<file path="src/rtl/spi_pkg.sv">
// Shared constants and FSM state encoding for the SPI slave receiver.
package spi_pkg;

    localparam int DEF_DATA_WIDTH = 8;
    localparam int DEF_FIFO_DEPTH = 16;
    localparam int DEF_ADDR_WIDTH = 4;

    typedef enum logic {
        IDLE = 1'b0,
        RECV = 1'b1
    } spi_state_e;

endpackage

</file>
<file path="src/rtl/rx_fifo.sv">
// First-word-fall-through RX FIFO. A write while full is accepted only when a
// read pops the head in the same cycle; reads while empty are ignored.
module rx_fifo
    import spi_pkg::*;
#(
    parameter int DATA_WIDTH = DEF_DATA_WIDTH,
    parameter int FIFO_DEPTH = DEF_FIFO_DEPTH,
    parameter int ADDR_WIDTH = DEF_ADDR_WIDTH
) (
    input  logic                  clk,
    input  logic                  rst_n,
    input  logic                  wr_en,
    input  logic [DATA_WIDTH-1:0] wr_data,
    output logic                  wr_accept,
    input  logic                  rd_en,
    output logic [DATA_WIDTH-1:0] rd_data,
    output logic                  empty,
    output logic                  full
);

    localparam logic [ADDR_WIDTH-1:0] LAST_IDX = ADDR_WIDTH'(FIFO_DEPTH - 1);
    localparam logic [ADDR_WIDTH:0]   DEPTH_C  = (ADDR_WIDTH + 1)'(FIFO_DEPTH);

    logic [DATA_WIDTH-1:0] r_mem [FIFO_DEPTH];
    logic [ADDR_WIDTH-1:0] r_wr_ptr;
    logic [ADDR_WIDTH-1:0] r_rd_ptr;
    logic [ADDR_WIDTH:0]   r_count;
    logic                  w_do_rd;
    logic                  w_do_wr;

    function automatic logic [ADDR_WIDTH-1:0] f_inc(input logic [ADDR_WIDTH-1:0] p);
        return (p == LAST_IDX) ? '0 : p + 1'b1;
    endfunction

    assign empty     = (r_count == '0);
    assign full      = (r_count == DEPTH_C);
    assign w_do_rd   = rd_en & ~empty;
    // Full implies non-empty, so a same-cycle pop always frees the slot.
    assign w_do_wr   = wr_en & (~full | w_do_rd);
    assign wr_accept = w_do_wr;
    assign rd_data   = empty ? '0 : r_mem[r_rd_ptr];

    always_ff @(posedge clk) begin
        if (w_do_wr) begin
            r_mem[r_wr_ptr] <= wr_data;
        end
    end

    always_ff @(posedge clk or negedge rst_n) begin
        if (!rst_n) begin
            r_wr_ptr <= '0;
            r_rd_ptr <= '0;
            r_count  <= '0;
        end else begin
            if (w_do_wr) begin
                r_wr_ptr <= f_inc(r_wr_ptr);
            end
            if (w_do_rd) begin
                r_rd_ptr <= f_inc(r_rd_ptr);
            end
            case ({w_do_wr, w_do_rd})
                2'b10:   r_count <= r_count + 1'b1;
                2'b01:   r_count <= r_count - 1'b1;
                default: r_count <= r_count;
            endcase
        end
    end

endmodule

</file>
<file path="src/rtl/spi_slave_rx.sv">
// SPI mode-0 slave receiver (MSB first) feeding an FWFT RX FIFO.
// Define SPI_RX_SYNC_EN to put 2-flop synchronizers on sclk, mosi and cs_n.
module spi_slave_rx
    import spi_pkg::*;
#(
    parameter int DATA_WIDTH = DEF_DATA_WIDTH,
    parameter int FIFO_DEPTH = DEF_FIFO_DEPTH,
    parameter int ADDR_WIDTH = DEF_ADDR_WIDTH
) (
    input  logic                  clk,
    input  logic                  rst_n,
    input  logic                  sclk,
    input  logic                  mosi,
    input  logic                  cs_n,
    input  logic                  fifo_rd_en,
    output logic [DATA_WIDTH-1:0] fifo_rd_data,
    output logic                  fifo_empty,
    output logic                  fifo_full,
    input  logic                  flag_clr,
    output logic                  overrun,
    output logic                  frame_err,
    output logic                  busy
);

    localparam int              CNT_W    = $clog2(DATA_WIDTH + 1);
    localparam logic [CNT_W-1:0] LAST_BIT = CNT_W'(DATA_WIDTH - 1);

    logic                  w_sclk_s;
    logic                  w_mosi_s;
    logic                  w_csn_s;
    logic                  r_sclk_d;
    logic                  w_rise;
    spi_state_e            r_state;
    logic [CNT_W-1:0]      r_bit_cnt;
    logic [DATA_WIDTH-1:0] r_shift;
    logic [DATA_WIDTH-1:0] w_shift_nxt;
    logic                  w_push;
    logic                  w_accept;
    logic                  r_overrun;
    logic                  r_frame_err;

`ifdef SPI_RX_SYNC_EN
    logic [1:0] r_sclk_sync;
    logic [1:0] r_mosi_sync;
    logic [1:0] r_csn_sync;

    always_ff @(posedge clk or negedge rst_n) begin
        if (!rst_n) begin
            r_sclk_sync <= 2'b00;
            r_mosi_sync <= 2'b00;
            r_csn_sync  <= 2'b11;
        end else begin
            r_sclk_sync <= {r_sclk_sync[0], sclk};
            r_mosi_sync <= {r_mosi_sync[0], mosi};
            r_csn_sync  <= {r_csn_sync[0], cs_n};
        end
    end

    assign w_sclk_s = r_sclk_sync[1];
    assign w_mosi_s = r_mosi_sync[1];
    assign w_csn_s  = r_csn_sync[1];
`else
    assign w_sclk_s = sclk;
    assign w_mosi_s = mosi;
    assign w_csn_s  = cs_n;
`endif

    always_ff @(posedge clk or negedge rst_n) begin
        if (!rst_n) begin
            r_sclk_d <= 1'b0;
        end else begin
            r_sclk_d <= w_sclk_s;
        end
    end

    assign w_rise      = w_sclk_s & ~r_sclk_d;
    assign w_shift_nxt = {r_shift[DATA_WIDTH-2:0], w_mosi_s};
    // A deasserting cs_n takes priority over a coincident sclk rise.
    assign w_push      = (r_state == RECV) & ~w_csn_s & w_rise & (r_bit_cnt == LAST_BIT);

    // Later assignments win, so a set event beats flag_clr in the same cycle.
    always_ff @(posedge clk or negedge rst_n) begin
        if (!rst_n) begin
            r_state     <= IDLE;
            r_bit_cnt   <= '0;
            r_shift     <= '0;
            r_overrun   <= 1'b0;
            r_frame_err <= 1'b0;
        end else begin
            if (flag_clr) begin
                r_overrun   <= 1'b0;
                r_frame_err <= 1'b0;
            end
            if (w_push && !w_accept) begin
                r_overrun <= 1'b1;
            end
            case (r_state)
                IDLE: begin
                    if (!w_csn_s) begin
                        r_state   <= RECV;
                        r_bit_cnt <= '0;
                        r_shift   <= '0;
                    end
                end
                RECV: begin
                    if (w_csn_s) begin
                        r_state <= IDLE;
                        if (r_bit_cnt != '0) begin
                            r_frame_err <= 1'b1;
                        end
                    end else if (w_rise) begin
                        r_shift   <= w_shift_nxt;
                        r_bit_cnt <= (r_bit_cnt == LAST_BIT) ? '0 : r_bit_cnt + 1'b1;
                    end
                end
                default: r_state <= IDLE;
            endcase
        end
    end

    rx_fifo #(
        .DATA_WIDTH (DATA_WIDTH),
        .FIFO_DEPTH (FIFO_DEPTH),
        .ADDR_WIDTH (ADDR_WIDTH)
    ) u_fifo (
        .clk       (clk),
        .rst_n     (rst_n),
        .wr_en     (w_push),
        .wr_data   (w_shift_nxt),
        .wr_accept (w_accept),
        .rd_en     (fifo_rd_en),
        .rd_data   (fifo_rd_data),
        .empty     (fifo_empty),
        .full      (fifo_full)
    );

    assign overrun   = r_overrun;
    assign frame_err = r_frame_err;
    assign busy      = (r_state == RECV);

endmodule
</file>
<file path="config.mk">
export PLATFORM = sky130hd
export DESIGN_NAME = spi_slave_rx
export DESIGN_NICKNAME = d
export VERILOG_FILES = /design/src/rtl/spi_pkg.sv /design/src/rtl/rx_fifo.sv /design/src/rtl/spi_slave_rx.sv
export SDC_FILE = /design/constraint.sdc
export NUM_CORES = 1
export LEC_CHECK = 0
export CELL_PAD_IN_SITES_DETAIL_PLACEMENT = 2
export CELL_PAD_IN_SITES_GLOBAL_PLACEMENT = 2
export CORE_ASPECT_RATIO = 1.75
export CORE_MARGIN = 4
export CORE_UTILIZATION = 46
export CTS_CLUSTER_SIZE = 8
export DETAILED_ROUTE_END_ITERATION = 7
export PLACE_DENSITY = 0.8
export SETUP_SLACK_MARGIN = 0.05
export SLEW_MARGIN = 25
export SYNTH_ARGS = -nofsm -noshare
export SYNTH_HDL_FRONTEND = slang
export SYNTH_SLANG_ARGS = --single-unit
</file>
<file path="constraint.sdc">
create_clock -name clk -period 9.8 [get_ports clk]
set_clock_uncertainty 0.05 [all_clocks]
set_input_delay 2.45 -clock clk [delete_from_list [all_inputs] [get_ports clk]]
set_output_delay 2.45 -clock clk [all_outputs]
set_load 0.05 [all_outputs]
</file>
Word level (Yosys, flattened, before mapping)
Memories as Yosys holds them, arrays and structs flattened.
Index checks and enable logic that the tools add are counted.
W data, S select, Z words.
{"block": "op_classes", "add_sub_neg": 5, "mul": 0, "n_div": 0, "n_lt_le_gt_ge": 0, "n_eq_ne": 9, "shift": 0, "mux": 22, "n_bitwise": 12, "reduce_logical": 7}
{"op": "$mux W4", "n": 6}
{"op": "$mux W7", "n": 3}
{"op": "$pmux W7 S2", "n": 1}
{"op": "$add A4 B1 Y4 const B", "n": 3}
{"op": "$pmux W5 S2", "n": 1}
{"op": "$mux W1", "n": 9}
{"op": "$eq A4 B4 Y1 const B", "n": 2}
{"op": "$mux W8", "n": 1}
{"op": "$pmux W4 S2", "n": 1}
{"op": "$and A1 B1 Y1", "n": 6}
{"op": "$ne A2 B2 Y1 const B", "n": 3}
{"op": "$add A5 B1 Y5 const B", "n": 1}
{"op": "$eq A5 B5 Y1 const B", "n": 1}
{"op": "$logic_not A5 Y1", "n": 1}
{"op": "$not A1 Y1", "n": 5}
{"op": "$sub A5 B1 Y5 const B", "n": 1}
{"op": "$eq A4 B3 Y1 const B", "n": 1}
{"op": "$reduce_bool A2 Y1", "n": 2}
{"op": "$reduce_bool A4 Y1", "n": 1}
{"op": "$reduce_and A3 Y1", "n": 1}
{"op": "$eq A2 B1 Y1 const B", "n": 1}
{"op": "$eq A2 B2 Y1 const B", "n": 1}
{"op": "$logic_and A1 B1 Y1", "n": 1}
{"op": "$logic_not A1 Y1", "n": 1}
{"op": "$or A1 B1 Y1", "n": 1}
{"block": "word_totals", "reg_bits": 28, "latchBits": 0, "mem_bits_rw": 128, "rom_bits": 0, "inputBits": 7, "output_inout_bits": 13, "wordCells": 65, "mem_count": 1}
{"memory": "u_fifo.r_mem", "depth": 16, "word_bits": 8, "read_ports": 1, "rd_ports_with_merged_regs": 0, "wr": 1, "line": "rx_fifo.sv:24", "text": "logic [DATA_WIDTH-1:0] r_mem [FIFO_DEPTH];"}

Depth between registers and ports, before layout
Gate-level depths: netlist of the first run.
{"block": "depth", "depth_word": 8, "depth_mapped": 14, "depth_no_buf": 11}

Cells and area by module
From an unflattened synthesis of the first run, not the netlist that was laid out.
{"block": "unflattened", "hier_cells": 351, "area_unflattened_um2": 6454.9}
{"module": "rx_fifo", "n_inst": 1, "cells_per_inst": 295, "area_each_um2": 5776.8, "seq_area_each_um2": 4169.0}
{"module": "spi_slave_rx", "n_inst": 1, "cells_per_inst": 56, "area_each_um2": 678.2, "seq_area_each_um2": 375.4}

Worst setup path after synthesis of the first run
No wires, ideal clock.
{"block": "synth_timing", "kind": "reg-to-output", "start": "reg u_fifo.r_rd_ptr[0]", "end": "out fifo_rd_data[0]", "t_arrival_ns": 2.715, "path_slack_ns": 4.585, "stages_incl_launch_ff": 7, "path_buffers": 4, "path_cell_list": "dfrtp_1 buf_2 buf_2 buf_2 buf_1 a211oi_1 a211oi_1"}
{"block": "synth_between", "elab_chain_cells": 2}
{"item": "from (decl)", "line": "rx_fifo.sv:26", "text": "logic [ADDR_WIDTH-1:0] r_rd_ptr;"}
{"item": "from (signal assigned)", "line": "rx_fifo.sv:59", "text": "r_rd_ptr <= f_inc(r_rd_ptr);"}
{"item": "$mem_v2 Z16 W8"}
{"item": "$mux W8", "line": "rx_fifo.sv:41", "text": "assign rd_data = empty ? '0 : r_mem[r_rd_ptr];"}
{"item": "to (decl)", "line": "spi_slave_rx.sv:16", "text": "output logic [DATA_WIDTH-1:0] fifo_rd_data,"}
Every way passes these cells.

Worst setup path in the final report of the first run
{"block": "layout_timing", "start": "reg u_fifo.r_rd_ptr[1]", "end": "out fifo_rd_data[6]"}
The elaborated chain is that of the path after synthesis.

==> metrics.txt, run 1 <==
Starting Density=a little under half; WL/cell=between 30 and 40 um; Final #Nets=about 420; class of the worst hold path=reg2reg; Max-cap violations=0; DRT antenna net count=0; met2 GRT Util=42.0%; GRT Residual Overflow=0; Chip Height=166 um; Setup TNS Final=0 ps; clk sinks=156; gr busiest metal=met2; Synth top area share=roughly three fifths; Mapped Area=0.00654 mm^2; Tcrit/Tclk final=around 60%; Netlist cell types=slightly below 50; clk slew on worst S/H paths=70 ps; status=completed; Commonest cells post-synth=edfxtp_1, mux4_2, dfrtp_1; worst slew pin tran=1090 ps; required time of the worst setup path=7300 ps; Core Rows=57; mux cell area share after synthesis=12.9%; area grow syn2layout=15.0%; critical path endpoint category=output port; async set or reset register ratio after synthesis=17.9%; IO Pins=20; clock period minus worst slack=slightly below 6000 ps; PostCTS Resize Cnt=0; RSZ-0062 raised after global routing=no; Final setup viols=0; drt pass-1 iters=5; Post-Synth Adder-Cell Area=2.11%; first-pass GRT wire length=27,600 um; Post-synth EDFFs=128; cts bufs inserted=17; Synth Area in Simple Gates=5.65%; overall power=2.05 mW; CTS tree=done; pwr/cell area=273 mW/mm^2; most common cell in the netlist=edfxtp_1; post-synthesis compound-gate area fraction=6.20%; number of synthesized register bits=about 160; Gate Count Post-Synth=373; met3 Use GR=3.87%; Iteration-0 DRC Markers=212; Peak VDD IR=188 uV; Slew HR=26.9%; HPWL after DPL=11,400 um; vias per cell=6.26; post-synthesis sequential area ratio=69.5%; Die ar.=0.0163 mm^2; WL final=18,200 um; layout cells sized above 1=21.2%; Post-synth top flop=edfxtp_1; synth top area cells=edfxtp_1, mux4_2, dfrtp_1; hold-fix buffers at CTS=0; vias in the first global route=around 4,000; Die Wd=approximately 100 um; antenna violations before repair=0; later-pin clock latency in the skew report=430 ps; clk root buf=clkbuf_16; ANT cells=0; Worst Path Class, Setup=reg2out; Hold Fails Final Rpt=0; largest family of logic cells by synthesized area=multiplexers; Placer Congestion=roughly 0.78; hold_ws=459 ps; CP Launch Type=flip-flop; Avg Inst Size Synth=roughly 18 um^2; Post-Syn Nets=391; synth warn=0; GRT Util Overall=23.4%; H-tree levels=4; Max Root-Sink Buffers=2; Residual DRC=0; pin count of the biggest net entering global routing=38; Max Fanout on Critical Path=36; core area=0.0139 mm^2; Synth Area in XOR/XNOR=less than 1%; Worst EP arrival=3370 ps; Leakage=2.64 nW; # fillers=~1,200; Via Count=3,683; Setup Fix Bufs, Post-CTS=0; met1 Track Usage GR=~28%; Slew Limit Fails=0; I/O Buffers=19; max frequency=roughly 170 MHz; area leader, netlist=edfxtp_1
==> registers in the layout, summed over array words and instances (netlist names) <==
name and count:
frame_err 1, r_sclk_d 1, u_fifo.r_rd_ptr 4, u_fifo.r_count 5, u_fifo.r_mem 128, u_fifo.r_wr_ptr 4
r_shift 7, overrun 1, r_bit_cnt 4, busy 1
==> cell usage in the layout (no fill, tap or decap), types with 2 or more instances in the layout <==
cell type / Yosys / final
nand2b_1: 2 / 2
o211ai_1: 2 / 2
nand3_1: 6 / 6
xnor2_1: 5 / 5
and3b_1: 2 / 2
mux2i_1: 8 / 8
o41ai_1: 2 / 2
o31ai_1: 2 / 2
o21ai_0: 9 / 9
a211oi_1: 17 / 17
clkdlybuf4s50_1: 0 / 19
nor2b_1: 10 / 10
clkinv_4: 0 / 2
dfrtp_1: 28 / 27
nor4_1: 8 / 8
a31oi_1: 2 / 2
buf_4: 2 / 11
edfxtp_1: 128 / 128
clkbuf_16: 0 / 17
a22o_1: 8 / 8
inv_1: 13 / 13
a21oi_1: 3 / 3
nor3_1: 2 / 2
mux2_2: 4 / 4
mux4_2: 32 / 32
nor2_1: 9 / 9
inv_6: 0 / 4
nand2_1: 11 / 11
inv_8: 0 / 7
a21o_1: 2 / 2
and2_1: 5 / 5
ha_1: 11 / 11
==> stage by stage <==
stage               instance area [um^2]  worst slack (ps)  utilization (%)  std cells
floorplan                           6540              4590                -        373
global placement                    6910              3420             49.7        556
detailed placement                  6920              3520             49.8        556
CTS                                 7520              3840             54.0        588
global route                        7520              3730             54.0        588
finish                              7520              3930             54.0        588
==> power by group <==
group          leakage (nW)  internal (mW)  switching (mW)  total, mW
logic                 0.774          0.238           0.324      0.563
registers              1.57          0.733          0.0781      0.811
clock network         0.292          0.366           0.310      0.676
==> cell type report <==
class	instances	area [um^2]	area share [%]
flip-flops and latches	156	4550	60.5
multi-input cells	179	1830	24.3
clock buffers	17	425	5.66
repair buffers	30	273	3.63
well taps	177	221	2.95
clock inverters	15	169	2.25
inverters	14	53.8	0.716
==> path summary, 6_finish.rpt <==
kind	endpoint	cells after the start	start	slack, ps
setup / recovery	fifo_rd_data[6]	5	u_fifo.r_rd_ptr[1]	3930
hold / removal	overrun	2	overrun	460
setup reg to reg	u_fifo.r_count[4]	10	u_fifo.r_count[1]	6110
hold reg to reg	overrun	2	overrun	460
max in group asynchronous	u_fifo.r_rd_ptr[1]	2	rst_n	7030
min in group asynchronous	u_fifo.r_count[1]	2	rst_n	2370
==> metal layers <==
layer  wire length [um]  part of all wire [%]
met4                538                   3.0
met3                515                   2.8
met2              10100                    56
met1               7040                    39
met5                  0                     0
==> kinds of logic after synthesis <==
logic type,after synthesis
buffers and inverters,38
AO/OA/AOI/OAI,54
adder cells (fa/ha/maj),11
flip-flops,156
AND/OR/NAND/NOR,64
XOR/XNOR,6
multiplexers,44
==> worst max-delay path: stages (launching register included) <==
cell,delay [ps]
dfrtp_4,810
mux4_2,340
nor2b_1,200
a211oi_1,100
a211oi_1,520
clkdlybuf4s50_1,910
Power figures use the tool's default switching activity.
==> run 2: changes to the inputs <==
- clock period: 9.8 -> 5.6 ns (I/O delays scaled with it)
==> metrics.txt, run 2 (same netlist as run 1, synthesis figures left out) <==
vias in the first global route=4,086; Core Rows=between 50 and 60; Largest register FFs=around 130; DP Cell Count=560; # fillers=about 1,200; required time of the worst setup path=4150 ps; core area=between 0.01 and 0.015 mm^2; layout cells sized above 1=21.7%; WP buf/inv=1; Hold Fails Final Rpt=0; Worst EP arrival=roughly 3400 ps; Worst Path Class, Setup=reg2out; vias per cell=6.03; fin cells=592; WL/cell=30.4 um; Starting Density=47.0%; most flop-heavy register=u_fifo.r_mem; worst path cell trace=mux4_2 > nor2b_1 > a211oi_1 > a211oi_1 > clkdlybuf4s50_1; Tcrit/Tclk final=85.9%; clk sinks=156; crit-path most repeated cell=a211oi_1; critical path endpoint category=output port; I/O Buffers=19; overall power=3.55 mW; status=completed; Leakage=2.64 nW; Final #Nets=420; DRT antenna net count=0; Final setup viols=0; Peak VDD IR=245 uV; Top Registers=u_fifo.r_mem: 128 flops, r_shift: 7 flops, u_fifo.r_count: 5 flops; Slew Limit Fails=0; Clock Power Share=~32%; clock period minus worst slack=4810 ps; max frequency=208 MHz; WL final=18,000 um; most frequent cells in the layout=edfxtp_1, mux4_2, dfrtp_1; clk root buf=clkbuf_16; CTS tree=done; final worst-path setup slack=791 ps; Die Wd=98.1 um; Placer Congestion=0.790; commonest non-fill, non-tap cell in the layout=edfxtp_1; Die ar.=~0.016 mm^2; RSZ-0062 raised after global routing=no; class of the worst hold path=reg2reg; hold-fix buffers at CTS=0; Switch Pwr=1.19 mW; first-pass GRT wire length=27,500 um; Max Root-Sink Buffers=2; antenna violations before repair=0; Largest delay share family, worst path=flip-flops; GRT Util Overall=23.4%; cts bufs inserted=17; Residual DRC=0; sequential share of power=about two fifths; Max-cap violations=0; Setup Fix Bufs, Post-CTS=0; HPWL after DPL=11,600 um; pwr/cell area=472 mW/mm^2; IO Pins=20; Setup TNS Final=0 ps; clk slew on worst S/H paths=70 ps; Sw Share=33.5%; pin count of the biggest net entering global routing=38; Slew HR=27.1%; Slowest-stage cell, CP=dfrtp_1; ANT cells=0; cell internal pwr=2.36 mW; pre-CTS setup slack=724 ps; Iteration-0 DRC Markers=~290; GRT Residual Overflow=0; area grow syn2layout=15.1%; slowest cell delay on critical path=1000 ps; Chip Height=166 um; worst slew pin tran=~1100 ps; hold_ws=about 470 ps; Via Count=3,567; part of the power in combinational logic=28.0%; Max Fanout on Critical Path=19; H-tree levels=4; PostCTS Resize Cnt=0; CP Launch Type=flip-flop; later-pin clock latency in the skew report=roughly 430 ps; drt pass-1 iters=4
-- run 2: cell count changes in the layout (fill, tap and decap cells not counted), sizes merged --
cell	change
inv	-7
buf	+4
bufinv	-1
clkinv	+2
clkbuf	+5
clkinvlp	+1
-- run 2: path summary, 6_finish.rpt --
check	from	to	slack, ps	depth (start not counted)
min	overrun	overrun	470	2
min reg2reg	overrun	overrun	470	2
max in group asynchronous	rst_n	u_fifo.r_rd_ptr[1]	3880	2
max	u_fifo.r_rd_ptr[2]	fifo_rd_data[1]	790	5
max reg2reg	u_fifo.r_count[1]	u_fifo.r_count[4]	1910	10
min in group asynchronous	rst_n	u_fifo.r_count[1]	1320	2
-- run 2: cell type report --
class,count,area [um^2],area share [%]
Sequential cell,156,4550,60.4
Clock buffer,22,507,6.74
Multi-Input combinational cell,179,1820,24.1
Inverter,14,53.8,0.715
Clock inverter,10,76.3,1.01
Tap cell,177,221,2.94
Timing Repair Buffer,34,303,4.02
-- run 2: tightest hold or removal path, cell delays in order (launching register included) --
cell	delay (ps)
dfrtp_1	370
nand2b_1	60
o41ai_1	60
-- run 2: layer usage --
metal  share of wire (%)  vias up  GRT usage, %  wire (um)
met1                  38     1912          27.2       6800
met5                   0        -             0          0
li1                    -     1541             -          -
met4                 1.2        0          7.47        211
met3                 3.3       14          3.58        586
met2                  58      100          43.4      10400
-- run 2: metrics by stage --
stage | utilization (%) | area, um^2
floorplan | - | 6540
global placement | 49.9 | 6940
detailed placement | 49.9 | 6940
CTS | 54.1 | 7520
global route | 54.1 | 7520
finish | 54.1 | 7520
-- run 2: power by group through the flow --
stage | Combinational (mW) | Clock (mW) | Sequential (mW)
2_1_floorplan | 0.808 | 0 | 1.33
3_3_place_gp | 0.951 | 0 | 1.44
3_5_place_dp | 0.986 | 0 | 1.44
4_1_cts | 1.01 | 1.15 | 1.42
5_1_grt | 1.05 | 1.21 | 1.43
6_report | 0.994 | 1.13 | 1.42
